[src/rtl/vnu_serial_param.sv]
// Serial LDPC variable node: takes DEGREE check messages plus the channel LLR, then emits DEGREE extrinsics.
// Optional macro VNU_SAT_EN: symmetric saturation of out_msg; otherwise out_msg wraps to OUT_W bits.
module vnu_serial_param #(
  parameter  int DEGREE = 3,
  parameter  int MSG_W  = 5,
  parameter  int LLR_W  = 5,
  parameter  int OUT_W  = 6,
  localparam int SUM_W  = ((MSG_W > LLR_W) ? MSG_W : LLR_W) + $clog2(DEGREE + 1),
  localparam int IDX_W  = $clog2(DEGREE)
) (
  input  logic             clk,
  input  logic             rst_n,
  input  logic             in_valid,
  output logic             in_ready,
  input  logic [MSG_W-1:0] in_msg,
  input  logic [LLR_W-1:0] in_llr,
  output logic             out_valid,
  input  logic             out_ready,
  output logic [OUT_W-1:0] out_msg,
  output logic [IDX_W-1:0] out_idx,
  output logic             out_last,
  output logic             hard_decision
);
  localparam logic [1:0] IDLE  = 2'd0;
  localparam logic [1:0] ACCUM = 2'd1;
  localparam logic [1:0] EMIT  = 2'd2;
  localparam logic [IDX_W-1:0] LAST = IDX_W'(DEGREE - 1);

  logic [1:0]                   state;
  logic [IDX_W-1:0]             count;
  logic [IDX_W-1:0]             idx;
  logic [SUM_W-1:0]             total;
  logic [DEGREE-1:0][MSG_W-1:0] msg_buf;
  logic                         hd;

  logic                    accept, take;
  logic [SUM_W-1:0]        msg_ext, llr_ext, total_nxt, buf_ext;
  logic signed [SUM_W-1:0] diff;
  logic signed [31:0]      diff_w;
  logic [OUT_W-1:0]        ext_val;

  assign in_ready  = (state != EMIT);
  assign out_valid = (state == EMIT);
  assign accept    = in_valid && in_ready;
  assign take      = out_valid && out_ready;

  assign msg_ext   = {{(SUM_W-MSG_W){in_msg[MSG_W-1]}}, in_msg};
  assign llr_ext   = {{(SUM_W-LLR_W){in_llr[LLR_W-1]}}, in_llr};
  // The first beat of a frame seeds the sum with the channel LLR.
  assign total_nxt = (state == IDLE) ? (llr_ext + msg_ext) : (total + msg_ext);

  always_ff @(posedge clk or negedge rst_n) begin
    if (!rst_n) begin
      state   <= IDLE;
      count   <= '0;
      idx     <= '0;
      total   <= '0;
      msg_buf <= '0;
      hd      <= 1'b0;
    end else begin
      case (state)
        IDLE: if (accept) begin
          total      <= total_nxt;
          msg_buf[0] <= in_msg;
          count      <= IDX_W'(1);
          state      <= ACCUM;
        end
        ACCUM: if (accept) begin
          total          <= total_nxt;
          msg_buf[count] <= in_msg;
          if (count == LAST) begin
            count <= '0;
            idx   <= '0;
            hd    <= total_nxt[SUM_W-1];
            state <= EMIT;
          end else begin
            count <= count + IDX_W'(1);
          end
        end
        EMIT: if (take) begin
          if (idx == LAST) begin
            idx   <= '0;
            state <= IDLE;
          end else begin
            idx <= idx + IDX_W'(1);
          end
        end
        default: state <= IDLE;
      endcase
    end
  end

  assign buf_ext = {{(SUM_W-MSG_W){msg_buf[idx][MSG_W-1]}}, msg_buf[idx]};
  assign diff    = total - buf_ext;
  assign diff_w  = 32'(diff);

`ifdef VNU_SAT_EN
  localparam logic signed [31:0] SAT_MAX = (32'sd1 <<< (OUT_W - 1)) - 32'sd1;
  localparam logic signed [31:0] SAT_MIN = -SAT_MAX;

  // Clamp is symmetric so the most negative code never appears on out_msg.
  always_comb begin
    ext_val = OUT_W'(diff_w);
    if (diff_w > SAT_MAX)      ext_val = OUT_W'(SAT_MAX);
    else if (diff_w < SAT_MIN) ext_val = OUT_W'(SAT_MIN);
  end
`else
  assign ext_val = OUT_W'(diff_w);
`endif

  assign out_msg       = out_valid ? ext_val : '0;
  assign out_idx       = idx;
  assign out_last      = out_valid && (idx == LAST);
  assign hard_decision = hd;
endmodule
[config.mk]
export PLATFORM = sky130hd
export DESIGN_NAME = vnu_serial_param
export DESIGN_NICKNAME = d
export VERILOG_FILES = /design/src/rtl/vnu_serial_param.sv
export SDC_FILE = /design/constraint.sdc
export NUM_CORES = 1
export LEC_CHECK = 0
export BUFFER_PORTS_ARGS = -buffer_cell sky130_fd_sc_hd__buf_2
export CAP_MARGIN = 20
export CORE_UTILIZATION = 30
export CTS_BUF_LIST = sky130_fd_sc_hd__clkbuf_8
export DETAILED_ROUTE_END_ITERATION = 16
export GPL_ROUTABILITY_DRIVEN = 0
export PLACE_DENSITY_LB_ADDON = 0.1
export SKIP_LAST_GASP = 1
export SYNTH_ARGS = -nofsm -noshare
export SYNTH_HDL_FRONTEND = slang
export SYNTH_SLANG_ARGS = --single-unit
[constraint.sdc]
create_clock -name clk -period 3 [get_ports clk]
set_clock_uncertainty 0.2 [all_clocks]
set_input_delay 0.15 -clock clk [delete_from_list [all_inputs] [get_ports clk]]
set_output_delay 0.15 -clock clk [all_outputs]
set_load 0.02 [all_outputs]
# Yosys cells after proc, flatten, opt, wreduce, memory -nomap -nowiden
# Cells that the tools add are included.
[totals]
input_bits = 14
output_inout_bits = 12
word_cells = 64
ff_bits = 29
[op_classes]
n_reduce_logical = 14
n_eq_ne = 10
addsub = 5
n_mux = 24
magnitude_cmp = 3
[op_table]
columns = ["cell", "n"]
rows = [
  ["2-to-1 mux 2 bit", 11],
  ["2-to-1 mux 5 bit", 4],
  ["bitwise mux 15 bit", 1],
  ["binary-select mux 5 bit (select 2 bit)", 1],
  ["demux 5 bit (select 2 bit)", 1],
  ["case mux 5 bit (2 select lines)", 1],
  ["!= test 2 bit, second input constant", 4],
  ["case mux 2 bit (2 select lines)", 2],
  ["adder 7 bit", 1],
  ["2-to-1 mux 7 bit", 1],
  ["adder 5 x 5 -> 6 bit", 1],
  ["equality test 2 bit, second input constant", 3],
  ["< comparator 2 x 3 -> 1 bit, second input constant", 2],
  ["2-to-1 mux 6 bit", 1],
  ["case mux 2 bit (3 select lines)", 1],
  ["AND reduction 3 bit", 2],
  ["subtractor 6 bit", 1],
  ["AND reduction 5 bit", 1],
  ["adder 2 x 1 -> 2 bit, second input constant", 2],
  ["logical AND 1 bit", 4],
  ["!= test 2 x 1 -> 1 bit, second input constant", 2],
  ["AND reduction 2 bit", 2],
  ["AND reduction 4 bit", 1],
  ["nonzero test 2 bit", 2],
  ["other kinds (4)", 4],
]

# Longest topological paths before layout
[logic_depth]
depth_word = 7
mapped_depth = 11
depth_no_buf = 10

# Worst setup path after synthesis
# OpenSTA, ideal clock, no wires.
[synth_timing]
kind = "reg-to-output"
from = "reg idx[0], in the netlist out_idx[0]"
to = "out out_msg[5]"
stages_incl_launch_ff = 11
arrival_time_ns = 2.396
slack_ns = 0.254
t_required_ns = 2.650
n_path_buf = 1
cell_sequence = "dfrtp_1 > buf_2 > mux2i_1 > nor2_1 > a21oi_1 > ha_1 > nor2b_1 > o31a_1 > o21ai_0 > nand3_1 > a21oi_1"
[synth_via]
elab_chain_cells = 4
[synth_rtl]
columns = ["element", "line", "rtl"]
rows = [
  ["from (decl)", "31", "logic [IDX_W-1:0] idx;"],
  ["from (signal assigned)", "85", "idx <= idx + IDX_W'(1);"],
  ["binary-select mux 5 bit (select 2 bit)", "93", "assign buf_ext = {{(SUM_W-MSG_W){msg_buf[idx][MSG_W-1]}}, msg_buf[idx]};"],
  ["2-to-1 mux 5 bit (implied by the code)", "93", ""],
  ["subtractor 6 bit", "94", "assign diff = total - buf_ext;"],
  ["2-to-1 mux 6 bit", "111", "assign out_msg = out_valid ? ext_val : '0;"],
  ["to (decl)", "19", "output logic [OUT_W-1:0] out_msg,"],
]
# No other way between the ends. The select of a mux whose other input is x is not followed.

# Worst setup path after layout
# Ends and elaborated chain as after synthesis.

==> results.md <==
- Hold_sp: in_msg[2]
- FF-to-FF Start: total[0]
- Core Rows: 29
- Worst-case clock buffer depth: 2
- Vias per std cell: 4.95
- Slowest CP cell: dfrtp_1
- Grt total ovfl: 0
- Clk Latency, worst-skew pair: 270 ps
- Setup TNS: 0 ps
- Top cell by count, worst path: a21oi_1
- Critical Path End Type: primary output
- CP Cell Sequence: mux2i_1, nor2_1, a21oi_1, ha_1, nor2b_1, o31a_1, o21ai_1, nand3_1, a21oi_1, buf_2
- Final wirelength: 4700 um
- WS Path Type: reg2out
- Pwr/cell area: 1020 nW/um^2
- CTS Buf Count: 5
- Endpoints failing setup: 0
- Largest net degree at the start of global routing: 30
- Unrepaired setup endpoints after global routing: yes
- CTS tree: yes
- Ys flop type: dfrtp_1
- Grt met2 use: 21.4%
- Synthesized instance count: 195
- Grt peak-use layer: met2
- # Post-CTS Setup Buffers: 0
- Hold Crit Depth: 2
- DRC marker count from the first detailed-route iteration: 57
- N_diodes: 0
- Sequential fraction of the synthesis area: 36.2%
- Final slew viol count: 0
- Syn. warnings: 0
- Core ar.: 6390 um^2
- Met3 Use GR: 4.06%
- # IOs: 26
- Max-Slew Margin vs Limit: 51.9%
- Leak: 1.08 nW
- Number of flops mapped to enable cells by yosys: 0
- Max cap viols: 0
- Port bufs: 25
- Number of synthesized register bits: 29
- Area Overhead vs Synth: 16.5%
- Cell taking the most area after synthesis: dfrtp_1
- Share of cells above drive strength 1: 25.1%
- Synth cell types: 42
- Minimum clock period: 2840 ps
- Avg WL per Cell: 15.5 um
- Syn Nets: 228
- FF-to-FF End: hard_decision
- Die Y-Extent: 83.7 um
- Least-Margin Pin Slew: 719 ps
- Largest cells by area after synthesis: dfrtp_1 (36%), ha_1 (10%), mux2_2 (7.9%)
- F_max: 352 MHz
- Vias in the first global route: 1521
- 1st-pass router iterations: 4
- First-pass GRT wire length: 7770 um
- Asr flop ratio synth: 100%
- Level count of the clock H-tree: 2
- Clock Tree Root: clkbuf_8
- CTS sink cnt: 29
- Status: finished clean
- Crit path launch type: register
- CP max stage delay: 390 ps
- NumNets Final: 260
- WHS Endpoint: msg_buf[7]
- Max VDD drop: 362 uV
- DP Wirelength: 3670 um
- Fin. Hold Viols: 0
- WP data required: 2650 ps
- Initial Util: 31.4%
- Post-DP Area: 2210 um^2
- Min-delay worst type: in2reg
- Antenna violations before repair: 0
- Power, Total: 2.37 mW
- Syn avg cell area: 10.3 um^2
- Routed Antenna Nets: 0
- Die X: 83.7 um
- R2R setup slack: 550 ps
- Post-Syn Area: 2000 um^2
- Routed via count: 1505
- Worst Reg-to-Reg Cells: 7
- Met1 GRT Util: 20.4%
- All-layer global routing usage: 14.2%
- DIE AREA: 7010 um^2
- Final instance area: 2330 um^2
- Period utilisation layout: 94.7%
- Residual DRC: 0
- Arr. time, crit path: 2490 ps
- Crit-path max FO: 3
- Post-synth top area share: 36.2%
- Clk slew on worst S/H paths: 60 ps
==> power by group <==
group          total (mW)  internal [mW]  switching, mW
combinational        1.31          0.650          0.663
clock               0.318          0.178          0.140
sequential          0.744          0.579          0.165
==> sequential cells by signal (all words and copies together) (netlist names) <==
| register | count |
|---|---|
| total | 7 |
| msg_buf | 15 |
| out_idx | 2 |
| count | 2 |
| hard_decision | 1 |
| state | 2 |
==> cell usage in the layout (no fill, tap or decap), drive strengths merged, types with 2 or more instances in the layout <==
cell / n
a211oi: 5
a21o: 8
a21oi: 12
a31oi: 3
and2: 4
buf: 28
clkbuf: 6
dfrtp: 29
dlygate4sd3: 3
fa: 3
ha: 16
inv: 7
mux2: 14
mux2i: 7
nand2: 13
nand2b: 2
nand3: 4
nand3b: 2
nand4b: 2
nor2: 14
nor2b: 3
nor3b: 3
nor4b: 2
o21ai: 15
or2: 2
xnor2: 6
xor2: 2
==> metal layers <==
metal / up-vias / part of all wire, %
met4: 0 / 0
met3: 0 / 4.2
li1: 771 / -
met1: 709 / 52
met5: - / 0
met2: 25 / 44
==> stage by stage <==
stage	hold slack, ps	cells	util (%)	setup WS [ps]
2_1_floorplan	-346	195	-	254
3_3_place_gp	35.0	294	34.6	338
3_5_place_dp	32.9	294	34.6	390
4_1_cts	11.7	304	36.4	65.0
5_1_grt	10.0	304	36.6	-26.8
6_report	10.9	304	36.6	159
==> repair_timing <==
| item | CTS | global route |
|---|---|---|
| setup endpoints to repair | 0 | 2 |
| resized for setup | 0 | 5 |
| endpoints found under the hold margin | 33 | 0 |
| hold buffers | 3 | 0 |
==> cells by family (layout without fill, tap and decap cells) <==
group	after synthesis	after routing	share of synthesized area, %
compound gates	53	53	16.9
simple gates	53	53	16.1
flops	29	29	36.2
mux	21	21	11.4
fa+ha+maj	19	19	13.0
buf+inv	12	44	3.00
xor+xnor	8	8	3.50
==> Yosys cell counts (all sizes together) (2+ instances only) <==
library cell / count
dfrtp: 29
ha: 16
o21ai: 15
mux2: 14
nor2: 14
nand2: 13
a21oi: 12
a21o: 8
mux2i: 7
inv: 6
xnor2: 6
a211oi: 5
buf: 5
and2: 4
nand3: 4
a31oi: 3
fa: 3
nor2b: 3
nor3b: 3
nand2b: 2
nand3b: 2
nand4b: 2
nor4b: 2
or2: 2
xor2: 2
==> worst max path at each step <==
stage / cells past startpoint / endpoint / slack (ps) / start
after detailed placement: 10 / out_msg[5] / 390 / out_idx[0]
after floorplan: 10 / out_msg[5] / 250 / out_idx[0]
after CTS: 10 / out_msg[5] / 70 / out_idx[0]
final: 10 / out_msg[5] / 160 / out_idx[0]
after global placement: 10 / out_msg[5] / 340 / out_idx[0]
after global routing: 11 / out_msg[5] / -30 / out_idx[0]
==> final cells by class <==
cell class                      instances  area [um^2]
Fill cell                             673         4050
Sequential cell                        29          726
Inverter                                6         22.5
Multi-Input combinational cell        154         1230
Timing Repair Buffer                   31          178
Clock inverter                          1         3.75
Clock buffer                            6         82.6
Tap cell                               77         96.3
==> worst max-delay path, delay by kind of cell, from the launching register on <==
family / cells / cell delay, ps
buf+inv: 1 / 190
fa+ha+maj: 1 / 280
mux: 1 / 190
compound gates: 4 / 860
simple gates: 3 / 300
flops: 1 / 390
No activity file was read; power rests on OpenSTA's default activity.
